[src/rtl/seg_pkg.sv]
// Shared seven-segment pattern constants and classifier used by both the
// digit encoder and the receive-side decode monitor.
package seg_pkg;

  localparam int SEG_W = 7;

  typedef logic [SEG_W-1:0] seg_t;

  // Bit order {a,b,c,d,e,f,g}, active high.
  localparam seg_t SEG_DIGIT0 = 7'b1111110;
  localparam seg_t SEG_DIGIT1 = 7'b0110000;
  localparam seg_t SEG_DIGIT2 = 7'b1101101;
  localparam seg_t SEG_DIGIT3 = 7'b1111001;
  localparam seg_t SEG_DIGIT4 = 7'b0110011;
  localparam seg_t SEG_DIGIT5 = 7'b1011011;
  localparam seg_t SEG_DIGIT6 = 7'b1011111;
  localparam seg_t SEG_DIGIT7 = 7'b1110000;
  localparam seg_t SEG_BLANK  = 7'b0000000;

  typedef struct packed {
    logic       is_digit;
    logic       is_blank;
    logic [2:0] digit;
  } seg_decode_t;

  function automatic seg_decode_t seg_classify(input seg_t s);
    seg_decode_t r;
    r = '{is_digit: 1'b1, is_blank: 1'b0, digit: 3'd0};
    case (s)
      SEG_DIGIT0: r.digit = 3'd0;
      SEG_DIGIT1: r.digit = 3'd1;
      SEG_DIGIT2: r.digit = 3'd2;
      SEG_DIGIT3: r.digit = 3'd3;
      SEG_DIGIT4: r.digit = 3'd4;
      SEG_DIGIT5: r.digit = 3'd5;
      SEG_DIGIT6: r.digit = 3'd6;
      SEG_DIGIT7: r.digit = 3'd7;
      SEG_BLANK: begin
        r.is_digit = 1'b0;
        r.is_blank = 1'b1;
      end
      default: r.is_digit = 1'b0;
    endcase
    return r;
  endfunction

endpackage

[src/rtl/seg_pattern_decode.sv]
// Combinational classifier: segment pattern to {is_digit, is_blank, digit}.
module seg_pattern_decode
  import seg_pkg::*;
(
  input  logic [SEG_W-1:0] seg,
  output logic             is_digit,
  output logic             is_blank,
  output logic [2:0]       digit
);

  seg_decode_t dec;

  always_comb begin
    dec      = seg_classify(seg);
    is_digit = dec.is_digit;
    is_blank = dec.is_blank;
    digit    = dec.digit;
  end

endmodule

[src/rtl/seg_decode_monitor.sv]
// Seven-segment receive monitor: debounces the segment bus, emits one event per
// stable pattern and keeps saturating per-digit and invalid-pattern counts.
module seg_decode_monitor
  import seg_pkg::*;
#(
  parameter int STABLE_CYCLES = 2,
  parameter int CNT_W         = 16
)
(
  input  logic             clk,
  input  logic             rst,
  input  logic [SEG_W-1:0] seg,
  input  logic             clear,
  input  logic [2:0]       rd_sel,
  output logic [2:0]       digit,
  output logic             digit_valid,
  output logic             invalid,
  output logic [CNT_W-1:0] rd_count,
  output logic [CNT_W-1:0] invalid_count
);

  localparam logic [7:0]       RUN_ACCEPT = 8'(STABLE_CYCLES - 1);
  localparam logic [7:0]       RUN_MAX    = 8'(STABLE_CYCLES);
  localparam logic [CNT_W-1:0] CNT_MAX    = '1;

  logic [SEG_W-1:0] seg_q;
  logic [7:0]       run_len;
  logic             is_digit;
  logic             is_blank;
  logic [2:0]       dec_digit;
  logic             accept;
  logic             valid_ev;
  logic             invalid_ev;
  logic [CNT_W-1:0] hist [8];

  seg_pattern_decode u_decode (
    .seg      (seg),
    .is_digit (is_digit),
    .is_blank (is_blank),
    .digit    (dec_digit)
  );

  // run_len saturates at STABLE_CYCLES, so this fires once per stable run
  always_comb begin
    accept     = (seg == seg_q) && (run_len == RUN_ACCEPT);
    valid_ev   = accept && is_digit;
    invalid_ev = accept && !is_digit && !is_blank;
  end

  always_ff @(posedge clk) begin
    if (rst) begin
      seg_q   <= '0;
      run_len <= 8'd0;
    end else begin
      seg_q <= seg;
      if (seg != seg_q) begin
        run_len <= 8'd1;
      end else if (run_len < RUN_MAX) begin
        run_len <= run_len + 8'd1;
      end
    end
  end

  always_ff @(posedge clk) begin
    if (rst) begin
      digit       <= 3'd0;
      digit_valid <= 1'b0;
      invalid     <= 1'b0;
    end else begin
      digit_valid <= valid_ev;
      invalid     <= invalid_ev;
      if (valid_ev) begin
        digit <= dec_digit;
      end
    end
  end

  // clear takes priority over a coinciding event
  always_ff @(posedge clk) begin
    if (rst || clear) begin
      for (int i = 0; i < 8; i++) begin
        hist[i] <= '0;
      end
      invalid_count <= '0;
    end else begin
      if (valid_ev && (hist[dec_digit] != CNT_MAX)) begin
        hist[dec_digit] <= hist[dec_digit] + CNT_W'(1);
      end
      if (invalid_ev && (invalid_count != CNT_MAX)) begin
        invalid_count <= invalid_count + CNT_W'(1);
      end
    end
  end

  always_ff @(posedge clk) begin
    if (rst) begin
      rd_count <= '0;
    end else begin
      rd_count <= hist[rd_sel];
    end
  end

endmodule

[config.mk]
export PLATFORM = sky130hd
export DESIGN_NAME = seg_decode_monitor
export DESIGN_NICKNAME = d
export VERILOG_FILES = /design/src/rtl/seg_pkg.sv /design/src/rtl/seg_pattern_decode.sv /design/src/rtl/seg_decode_monitor.sv
export SDC_FILE = /design/constraint.sdc
export NUM_CORES = 1
export LEC_CHECK = 0
export ABC_CLOCK_PERIOD_IN_PS = 5800
export BUFFER_PORTS_ARGS = -buffer_cell sky130_fd_sc_hd__buf_2
export CORE_MARGIN = 3
export CORE_UTILIZATION = 61
export DETAILED_ROUTE_END_ITERATION = 16
export PLACE_DENSITY_LB_ADDON = 0.05
export SETUP_SLACK_MARGIN = 0.05
export SLEW_MARGIN = 20
export SYNTH_ARGS = -nofsm -noshare
export SYNTH_HDL_FRONTEND = slang
export SYNTH_SLANG_ARGS = --single-unit
[constraint.sdc]
create_clock -name clk -period 5.8 [get_ports clk]
set_input_delay 0.58 -clock clk [delete_from_list [all_inputs] [get_ports clk]]
set_output_delay 0.58 -clock clk [all_outputs]
set_load 0.005 [all_outputs]
==> results by group, run 1 <==
Outcome
  – Status: finished, final reports clean

STA
  – Max_slew headroom: 0.278
  – Setup violators final: 0
  – Unrepaired setup endpoints after global routing: false
  – Max-slew violation count: 0
  – Setup Skew: 0.0156 ns
  – Worst-Margin Slew: 1.08 ns
  – Hold Slack: 0.463 ns
  – Period utilization: 0.827
  – Tmin final: 4.80 ns
  – Hold Vio Cnt, Final: 0
  – Setup TNS: 0 ns
  – Max Fclk: 209 MHz

Place
  – Global placer's final weighted congestion: 0.979
  – Port Buffers: 49
  – Final HPWL DP: 16500 um

CTS
  – Clock Latency Late Sink: 0.43 ns
  – CTS Buf Count: 17
  – CTS sink cnt: 180
  – CTS Hold Bufs: 0
  – # resized after CTS: 0
  – Clock tree root buffer cell: clkbuf_16
  – Longest Clk Path Bufs: 2
  – Post-CTS setup buffers: 0
  – TritonCTS clock tree: done
  – CTS clk-pin slew, worst paths: 0.06 ns
  – H-tree level count: 4

Finish
  – # nets final: 841
  – Most frequent cells in the layout: 185 x nor2_1, 128 x edfxtp_1, 52 x dfxtp_1
  – Ratio of cells with drive above 1 in the final layout: 0.198
  – Area Overhead vs Synth: 11.1%
  – Commonest non-fill, non-tap cell in the layout: nor2_1
  – Ant. Diodes: 0

Yosys
  – Syn nets: around 810
  – Post-Synthesis Mean Instance Area: around 11 um^2
  – Top cell type by total area after synthesis: edfxtp_1
  – Seq/Total Area, Yosys: 0.546
  – Yosys warning total: 0
  – Count of state elements after synthesis: 180
  – Mapped cell area: 8940 um^2
  – Unique cell type count in the Yosys netlist: 65
  – Asr flop ratio synth: 0
  – Post-Synthesis Cells: 789
  – Main flop type after synthesis: edfxtp_1
  – EDFF count, synth: 128
  – Area contributors post-synth: edfxtp_1 43%, dfxtp_1 12%, mux4_2 8.1%
  – Top cell type's share of synthesized area: 0.430

Worst setup path
  – RR Startpoint: seg_q[1]$_SDFF_PP0_
  – Capturing element type of the critical path: flop
  – Critical path class: primary input to flop
  – CP Max Fanout: 27
  – Critical Path RT: 5.72 ns
  – CP Launch Point: seg[2]
  – Arr. time, crit path: 4.71 ns
  – Crit path launch type: primary input

GRT
  – GRT Overall Usage: 0.315
  – M2 GR Usage: 0.498
  – Global-route wire length before repair: around 38000 um
  – Largest net degree at the start of global routing: 33
  – Grt peak-use layer: met2
  – Met1 Usage GRT: 0.425
  – Vias in the first global route: 6622
  – Routing usage on met3: 0.0828
  – Antenna violations before repair: 0
  – GR Overflow Total: 0

Hold path
  – Hold_sp: digit[0]$_SDFFE_PP0P_
  – Hold Crit Class: flop to flop

Drt
  – First-pass iteration count of the detailed router: 6
  – Total routed wirelength: 24700 um
  – Vias per cell: between 6 and 7
  – Antenna-violating nets left: 0
  – Vias: about 6700
  – Wire per inst: 24.3 um
  – 1st-iter DRT viols: ~900
  – Residual DRC: 0

Floorplan
  – # IOs: 50
  – Starting Density: 0.634
  – Die footprint: 16100 um^2
  – Core area: 14100 um^2
  – Die width: 127 um
  – Site Rows: 43
  – Die H: 127 um

Power
  – PD cells: between 200 and 300 nW/um^2
  – Leak Pwr: 0.00379 uW
  – Max VDD drop: 0.323 mV

Flow run
  – Max-cap violations: 0
[routing by layer]
layer / share of wire / vias to the layer above
met3: 0.11 / 82
met5: 0 / -
met1: 0.38 / 3271
met4: 0.040 / 0
li1: - / 2951
met2: 0.47 / 434
[sequential cells by signal (all words and copies together) (netlist names)]
| register | cells |
|---|---|
| invalid_count | 16 |
| seg_q | 7 |
| invalid | 1 |
| run_len | 8 |
| hist | 128 |
| digit | 3 |
| rd_count | 16 |
| digit_valid | 1 |
[critical path: stages]
cell	delay [ns]
buf_2	0.32
nor2b_1	0.39
nand3_1	0.45
nand3_1	0.27
nor2_1	0.11
a211oi_1	0.42
ha_1	0.28
o2111ai_2	0.19
nor4_4	0.56
a311oi_4	0.30
nand2b_1	0.17
nand2_1	0.65
[synth_stat cells (6+ instances only)]
cell type and instances:
dfxtp_1 52, and2_1 7, mux4_2 32, nor3_1 19, o221ai_1 6, nand4_1 7, o22ai_1 27, inv_1 13
nor4_1 6, mux2i_1 27, nand2b_1 8, xnor2_1 20, nor2b_1 9, nor2_1 185, clkbuf_1 19, nand2_1 40
o21ai_0 8, buf_2 19, nand3_1 29, buf_1 6, buf_4 6, a21oi_1 11, mux2_2 20, xor2_1 13
edfxtp_1 128, or3_1 6
[path summary, 6_finish.rpt]
path	endpoint	slack, ns	cells past startpoint
min	digit[0]$_SDFFE_PP0P_	0.46	2
max	hist[4][8]$_SDFFCE_PN0P_	1.00	12
min reg2reg	digit[0]$_SDFFE_PP0P_	0.46	2
max reg2reg	hist[3][10]$_SDFFCE_PN0P_	2.06	8
[final cells by class]
cell class	instances	area [um^2]
sequential	180	4880
fill	1010	4170
inverter	13	48.8
clock buffer	18	429
timing repair buffer	67	383
multi-input combinational	545	3760
tap	180	225
clock inverter	14	199
[logic make-up after synthesis]
kind of cell | after synthesis | synth area share
AOI/OAI and AO/OA | 80 | 0.0641
xor gates and xnor gates | 33 | 0.0323
adders and majority gates | 4 | 0.00560
buffers and inverters | 64 | 0.0329
DFF | 180 | 0.546
muxes | 80 | 0.137
and+or+nand+nor | 348 | 0.181
[per-stage QoR]
| stage | cell area (um^2) | total power [uW] | std cells | util | setup slack (ns) |
|---|---|---|---|---|---|
| 6_report | 9930 | 2890 | 1017 | 0.705 | 1.00 |
| 5_1_grt | 9930 | 2980 | 1017 | 0.705 | 0.695 |
| 4_1_cts | 9930 | 2890 | 1017 | 0.704 | 1.07 |
| 3_5_place_dp | 9300 | 1690 | 985 | 0.660 | 0.645 |
| 3_3_place_gp | 9300 | 1680 | 985 | 0.660 | 0.808 |
| 2_1_floorplan | 8940 | 1610 | 789 | - | 1.42 |
[report_power, final]
part | leakage [uW] | internal [uW] | total [uW] | switching, uW
clock | 0.000294 | 727 | 1230 | 499
sequential | 0.00185 | 1420 | 1450 | 28.9
combinational | 0.00164 | 81.0 | 216 | 135
total | 0.00379 | 2230 | 2890 | 663
(Power assumes the default switching activity.)
==> inputs of run 2 (changes only) <==
ABC_CLOCK_PERIOD_IN_PS = 4600   (was 5800)
clock period = 4.6 ns   (was 5.8 ns; I/O delays follow)
==> run 2 against run 1 <==
  * Global-route usage grew 0.48 points
  * Clock skew shrank 0.0013 ns
  * Clock power grew 11%
  * Worst setup slack lost 0.24 ns
  * Non-clock buffer count grew 40
  * First-iteration DRC count shrank 5.5%
  * Die area is the same
  * Critical endpoint is now hist[6][4]$_SDFFCE_PN0P_
==> results by group, run 2 (synthesized netlist as in run 1, its figures left out) <==
GRT
  – Vias in the first global route: 6883 (+3.9%)
  – Routing usage on met3: 0.0903 (+0.00753)
  – GRT Overall Usage: 0.320 (+0.00475)
  – Global-route wire length before repair: 38600 um (+0.70%)
  – M2 GR Usage: 0.512 (+0.0134)
  – GR Overflow Total: 0 (unchanged)
  – Antenna violations before repair: 0 (unchanged)
  – Grt peak-use layer: met2
  – Largest net degree at the start of global routing: 33 (unchanged)
  – Met1 Usage GRT: 0.419 (-0.00567)

Place
  – Placed insts: 1025 (+4.1%)
  – Global placer's final weighted congestion: 0.935 (-4.5%)
  – Final HPWL DP: 17500 um (+6.0%)
  – Port Buffers: 49 (unchanged)

STA
  – Max-slew violation count: 0 (unchanged)
  – Max_slew headroom: 0.407 (+0.128)
  – Worst-Margin Slew: 0.890 ns (-0.190 ns)
  – Tmin final: 3.83 ns
  – Period utilization: 0.833
  – Setup TNS: 0 ns (unchanged)
  – Hold Vio Cnt, Final: 0 (unchanged)
  – Max Fclk: 261 MHz
  – Setup violators final: 0 (unchanged)
  – Setup Skew: 0.0142 ns (-0.00135 ns)
  – Unrepaired setup endpoints after global routing: false

Floorplan
  – Die width: 127 um (unchanged)
  – Die footprint: 16100 um^2 (unchanged)
  – # IOs: 50 (unchanged)
  – Site Rows: 43 (unchanged)
  – Die H: 127 um (unchanged)
  – Core area: 14100 um^2 (unchanged)
  – Starting Density: 0.634 (unchanged)

Drt
  – Vias per cell: 6.58 (-0.70%)
  – Antenna-violating nets left: 0 (unchanged)
  – Residual DRC: 0 (unchanged)
  – 1st-iter DRT viols: 845 (-5.5%)
  – Total routed wirelength: 25600 um (+3.5%)
  – First-pass iteration count of the detailed router: 7 (+1)
  – Vias: 6954 (+3.2%)
  – Wire per inst: 24.2 um (-0.41%)

Worst setup path
  – Reg2reg setup slack: 1.28 ns (-0.78 ns)
  – Capturing element type of the critical path: flop
  – CP endpoint: hist[6][4]$_SDFFCE_PN0P_
  – Reg2reg end: hist[7][6]$_SDFFCE_PN0P_
  – CP Launch Point: seg[2]
  – R2R cell count: 8 (unchanged)
  – Critical Path RT: 4.79 ns (-0.93 ns)
  – Crit path launch type: primary input
  – Critical path class: primary input to flop
  – CP Max Fanout: 17 (-37%)
  – Arr. time, crit path: 4.03 ns (-0.68 ns)
  – RR Startpoint: seg_q[4]$_SDFF_PP0_

Finish
  – Number of flip-flops in the largest register: 128 (unchanged)
  – Biggest regs: hist (128), invalid_count (16), rd_count (16)
  – Area Overhead vs Synth: 13.5%
  – Commonest non-fill, non-tap cell in the layout: nor2_1
  – Layout Cells excl Fill: 1057 (+3.9%)
  – Ant. Diodes: 0 (unchanged)
  – # nets final: 881 (+4.8%)
  – Number of fill cells: 1042 (+3.2%)
  – Largest Register: hist
  – Most frequent cells in the layout: 185 x nor2_1, 128 x edfxtp_1, 58 x buf_4
  – Ratio of cells with drive above 1 in the final layout: 0.231 (+0.0331)

Power
  – Max VDD drop: 0.295 mV (-8.8%)
  – Total chip power: 3490 uW (+21%)
  – Leak Pwr: 0.00393 uW (+3.9%)
  – PD cells: 344 nW/um^2 (+18%)

Flow run
  – Max-cap violations: 0 (unchanged)

Outcome
  – Status: finished, final reports clean

CTS
  – CTS Buf Count: 17 (unchanged)
  – CTS sink cnt: 180 (unchanged)
  – H-tree level count: 4 (unchanged)
  – Clock Latency Late Sink: 0.44 ns (about the same)
  – Longest Clk Path Bufs: 2 (unchanged)
  – Clock tree root buffer cell: clkbuf_16
  – # resized after CTS: 0 (unchanged)
  – TritonCTS clock tree: done
  – CTS Hold Bufs: 0 (unchanged)
  – Post-CTS setup buffers: 0 (unchanged)
  – CTS clk-pin slew, worst paths: 0.06 ns (about the same)

Hold path
  – Hold Crit Class: primary input to flop
[run 2: cell types whose count changed in the layout (fill, tap and decap cells not counted), moves of 2 or more]
cell / delta
buf_4: +39
bufinv_16: -3
clkinv_4: +3
inv_6: -3
clkbuf_1: +2
[run 2: how the worst min path moves through the flow]
stage,startpoint,to,cells past startpoint
2_1_floorplan,run_len[5]$_SDFFE_PP0P_,run_len[5]$_SDFFE_PP0P_,1
3_5_place_dp,run_len[5]$_SDFFE_PP0P_,run_len[5]$_SDFFE_PP0P_,1
6_report,seg[3],seg_q[3]$_SDFF_PP0_,2
3_3_place_gp,digit[0]$_SDFFE_PP0P_,digit[0]$_SDFFE_PP0P_,2
5_1_grt,seg[3],seg_q[3]$_SDFF_PP0_,2
4_1_cts,seg[3],seg_q[3]$_SDFF_PP0_,2
[run 2: per-layer routing]
metal | vias to the layer above | wire length (um) | share of wire
met5 | - | 0 | 0
met4 | 0 | 905 | 0.035
met3 | 86 | 3060 | 0.12
met2 | 488 | 12000 | 0.47
met1 | 3355 | 9580 | 0.37
li1 | 3025 | - | -
[run 2: layout make-up]
type,count,area [um^2],share of cell area
repair buffers,107,681,0.0671
flip-flops and latches,180,4880,0.481
inverters,13,48.8,0.00481
clock inverters,12,110,0.0109
clock buffers,20,437,0.0430
well taps,180,225,0.0222
multi-input cells,545,3760,0.371
[run 2: per-stage QoR]
step                setup WS [ns]  hold WS, ns  utilization  area (um^2)
floorplan                   0.338        0.430            -         8940
global placement            0.572        0.438        0.681         9600
detailed placement          0.417        0.445        0.681         9600
CTS                         0.857        0.373        0.720        10100
global route                0.589        0.379        0.720        10100
finish                      0.767        0.385        0.720        10100
[run 2: worst max-delay path: stages]
cell	delay [ns]
buf_2	0.22
or3_1	0.46
nor2_1	0.30
a32o_1	0.26
nor2_1	0.11
a211oi_1	0.40
ha_1	0.27
o2111ai_2	0.19
nor4_4	0.40
a311oi_4	0.24
nand2b_1	0.16
nand2_1	0.25
buf_4	0.29
[run 2: where the power goes]
part | internal (uW) | switching, uW
logic | 119 | 179
clock network | 746 | 623
registers | 1790 | 37.8
total | 2650 | 840
==> inputs of run 3 (changes only) <==
ABC_AREA = 1   (was unset)
ABC_CLOCK_PERIOD_IN_PS = 3100   (was 4600)
CORE_UTILIZATION = 56   (was 61)
clock period = 3.1 ns   (was 4.6 ns; I/O delays follow)
==> run 3 against run 2 <==
  * Flip-flop and latch count is the same
  * Cell area is 13% higher
  * Count of clock-buffer cells in the layout rose by 4
  * Highest routed layer unchanged
  * Die area increased by 15%
  * Via count grew 22%
  * Non-clock buffer count is 36 higher
  * Largest cell class unchanged
  * Final cell count up 37%
  * Sequential power is 48% higher
  * Clock skew is 0.0045 ns lower
  * Critical endpoint is now hist[4][5]$_SDFFCE_PN0P_
  * Critical path depth rose by 1
==> results by group, run 3 <==
Drt
  – Wire per inst: 19.5 um (-19%)
  – Antenna-violating nets left: 0 (unchanged)
  – First-pass iteration count of the detailed router: 6 (-1)
  – 1st-iter DRT viols: 1012 (+20%)
  – Vias: 8475 (+22%)
  – Residual DRC: 0 (unchanged)
  – Total routed wirelength: 28300 um (+11%)
  – Vias per cell: 5.85 (-11%)

Finish
  – Biggest regs: hist (128), invalid_count (16), rd_count (16)
  – Cell area after layout: 11500 um^2 (+13%)
  – Ant. Diodes: 0 (unchanged)
  – Largest Register: hist
  – Commonest non-fill, non-tap cell in the layout: nor2_1
  – Ratio of cells with drive above 1 in the final layout: 0.203 (-0.0287)
  – Area Overhead vs Synth: 21.0%
  – Number of flip-flops in the largest register: 128 (unchanged)
  – Number of fill cells: 1289 (+24%)
  – Most frequent cells in the layout: 255 x nor2_1, 128 x nand2_1, 128 x edfxtp_1
  – Layout Cells excl Fill: 1449 (+37%)
  – # nets final: 1237 (+40%)

Yosys
  – Area contributors post-synth: edfxtp_1 40%, dfxtp_1 11%, nor2_1 10%
  – Top cell type by total area after synthesis: edfxtp_1
  – Most frequent cell after synthesis: nor2_1
  – Asr flop ratio synth: 0 (unchanged)
  – EDFF count, synth: 128 (unchanged)
  – Top cell type's share of synthesized area: 0.405 (-0.0254)
  – Count of state elements after synthesis: 180 (unchanged)
  – Syn nets: 1122 (+39%)
  – Post-Synthesis Cells: 1105 (+40%)
  – Mapped cell area: 9500 um^2 (+6.3%)
  – Yosys warning total: 0 (unchanged)
  – Main flop type after synthesis: edfxtp_1
  – Unique cell type count in the Yosys netlist: 40 (-38%)
  – Seq/Total Area, Yosys: 0.514 (-0.0323)
  – Most frequent cells after synthesis: 256 x nor2_1, 129 x nand2_1, 128 x edfxtp_1, 96 x inv_1, 94 x o21ai_0
  – Post-Synthesis Mean Instance Area: 8.60 um^2 (-24%)

STA
  – Max-slew violation count: 0 (unchanged)
  – Unrepaired setup endpoints after global routing: false
  – Max Fclk: 358 MHz
  – Setup Skew: 0.00974 ns (-0.00447 ns)
  – Setup violators final: 0 (unchanged)
  – Hold Vio Cnt, Final: 0 (unchanged)
  – Hold Slack: 0.138 ns (-0.247 ns)
  – Max_slew headroom: 0.442 (+0.0354)
  – Tmin final: 2.80 ns
  – Period utilization: 0.902
  – Worst-Margin Slew: 0.831 ns (-0.0590 ns)
  – Setup TNS: 0 ns (unchanged)

Power
  – Sw Share: 0.241 (about the same)
  – Clock share of power: 0.412 (+0.020)
  – Max VDD drop: 0.424 mV (+44%)
  – Internal: 4170 uW (+57%)
  – PD cells: 478 nW/um^2 (+39%)
  – Total chip power: 5500 uW (+57%)
  – Combinational power share: 0.097 (+0.012)
  – Sequential group share of total power: 0.491 (-0.032)
  – Net Switching: 1320 uW (+57%)
  – Leak Pwr: 0.00464 uW (+18%)

GRT
  – Antenna violations before repair: 0 (unchanged)
  – Routing usage on met3: 0.0551 (-0.0352)
  – Met1 Usage GRT: 0.447 (+0.0283)
  – GR Overflow Total: 0 (unchanged)
  – Vias in the first global route: 8008 (+16%)
  – GRT Overall Usage: 0.315 (-0.00532)
  – Global-route wire length before repair: 44000 um (+14%)
  – Largest net degree at the start of global routing: 75 (+130%)
  – Grt peak-use layer: met2
  – M2 GR Usage: 0.491 (-0.0209)

Floorplan
  – Die footprint: 18600 um^2 (+15%)
  – Core area: 16200 um^2 (+15%)
  – Site Rows: 46 (+7.0%)
  – Die H: 136 um (+7.2%)
  – Die width: 136 um (+7.2%)
  – # IOs: 50 (unchanged)
  – Starting Density: 0.585 (-0.0488)

CTS
  – H-tree level count: 4 (unchanged)
  – CTS Buf Count: 17 (unchanged)
  – CTS Hold Bufs: 0 (unchanged)
  – TritonCTS clock tree: done
  – CTS sink cnt: 180 (unchanged)
  – Longest Clk Path Bufs: 2 (unchanged)
  – Clock Latency Late Sink: 0.44 ns (about the same)
  – Clock tree root buffer cell: clkbuf_16
  – Post-CTS setup buffers: 0 (unchanged)
  – # resized after CTS: 0 (unchanged)
  – CTS clk-pin slew, worst paths: 0.07 ns (about the same)

Worst setup path
  – Arr. time, crit path: 2.95 ns (-1.08 ns)
  – Crit-path max cell delay: 0.66 ns (+0.20 ns)
  – Most Frequent Cell on Critical Path: nor2_1
  – Crit path launch type: primary input
  – Critical path class: primary input to flop
  – Reg2reg end: hist[6][11]$_SDFFCE_PN0P_
  – R2R cell count: 8 (unchanged)
  – Worst-path cell chain: buf_2, inv_1, nand3_1, nor2_1, nor2_1, nand2_1, nor2_1, nand3_1, nand2_1, nor2_4, nand3_1, nor2_1, xnor2_1, nor2_1
  – CP max stage cell: xnor2_1
  – CP Max Fanout: 8 (-9)
  – Critical Path RT: 3.25 ns (-1.54 ns)
  – Capturing element type of the critical path: flop
  – Reg2reg setup slack: 0.63 ns (-0.65 ns)
  – RR Startpoint: seg_q[5]$_SDFF_PP0_

Place
  – Post-Place Cell Area: 10900 um^2 (+13%)
  – Global placer's final weighted congestion: 0.907 (-3.0%)
  – Port Buffers: 49 (unchanged)
  – Final HPWL DP: 19500 um (+11%)
  – Placed insts: 1417 (+38%)

Hold path
  – Hold Crit Class: primary input to flop
  – Hold_sp: seg[2]
  – Hold EP: seg_q[2]$_SDFF_PP0_
  – Min-Delay Path Depth: 3 (+1)

Flow run
  – Max-cap violations: 0 (unchanged)

Outcome
  – Status: finished, final reports clean
==> run 3: changes by cell type in the layout (fill, tap and decap cells not counted), moves of 20 or more <==
cell	before	now
o21ai_0	8	94
mux2_2	20	0
nand2_1	40	128
buf_12	0	24
mux2i_1	27	0
mux4_2	32	0
nand3_1	29	58
a21oi_1	11	37
inv_1	13	95
nor2_1	185	255
==> run 3: area by class of cell <==
cell class | count | area, um^2 | area share
clock inverters | 8 | 80.1 | 0.00696
well taps | 216 | 270 | 0.0235
clock buffers | 24 | 547 | 0.0476
repair buffers | 143 | 1250 | 0.109
inverters | 102 | 383 | 0.0333
multi-input cells | 776 | 4080 | 0.355
flip-flops and latches | 180 | 4880 | 0.425
==> run 3: power by group through the flow <==
stage	combinational (uW)	clock (uW)	sequential, uW
finish	533	2260	2700
global route	578	2380	2710
CTS	528	2270	2700
detailed placement	524	0	2750
global placement	518	0	2750
floorplan	299	0	2740
==> run 3: logic make-up after synthesis <==
logic type	count (synthesis)	synth area share
compound gates	195	0.113
xor+xnor	21	0.0194
fa+ha+maj	4	0.00527
buf+inv	149	0.0691
flops	180	0.514
simple gates	556	0.279
==> run 3: worst max path at each step <==
stage	from	end	slack [ns]	cells past startpoint
floorplan	seg[6]	hist[5][0]$_SDFFCE_PN0P_	0.05	18
global placement	seg[4]	hist[7][1]$_SDFFCE_PN0P_	0.05	18
detailed placement	seg[4]	hist[2][5]$_SDFFCE_PN0P_	-0.008	14
CTS	seg[4]	hist[4][5]$_SDFFCE_PN0P_	0.36	14
global route	seg[4]	hist[7][5]$_SDFFCE_PN0P_	0.12	14
finish	seg[4]	hist[4][5]$_SDFFCE_PN0P_	0.30	14
==> run 3: through the flow <==
step                worst slack (ns)  utilization
floorplan                     0.0507            -
global placement              0.0483        0.670
detailed placement          -0.00792        0.670
CTS                            0.359        0.708
global route                   0.115        0.708
finish                         0.304        0.708
==> run 3: metal layers <==
| metal | vias to the layer above | share of wire | wire (um) |
|---|---|---|---|
| met5 | - | 0 | 0 |
| met4 | 0 | 0.027 | 760 |
| met3 | 68 | 0.096 | 2730 |
| met2 | 484 | 0.46 | 13100 |
| met1 | 3947 | 0.41 | 11700 |
| li1 | 3976 | - | - |
==> run 3: worst max-delay path, delay by kind of cell <==
kind | cells | cell delay [ns]
buffers and inverters | 2 | 0.32
XOR/XNOR | 1 | 0.66
AND/OR/NAND/NOR | 11 | 1.64
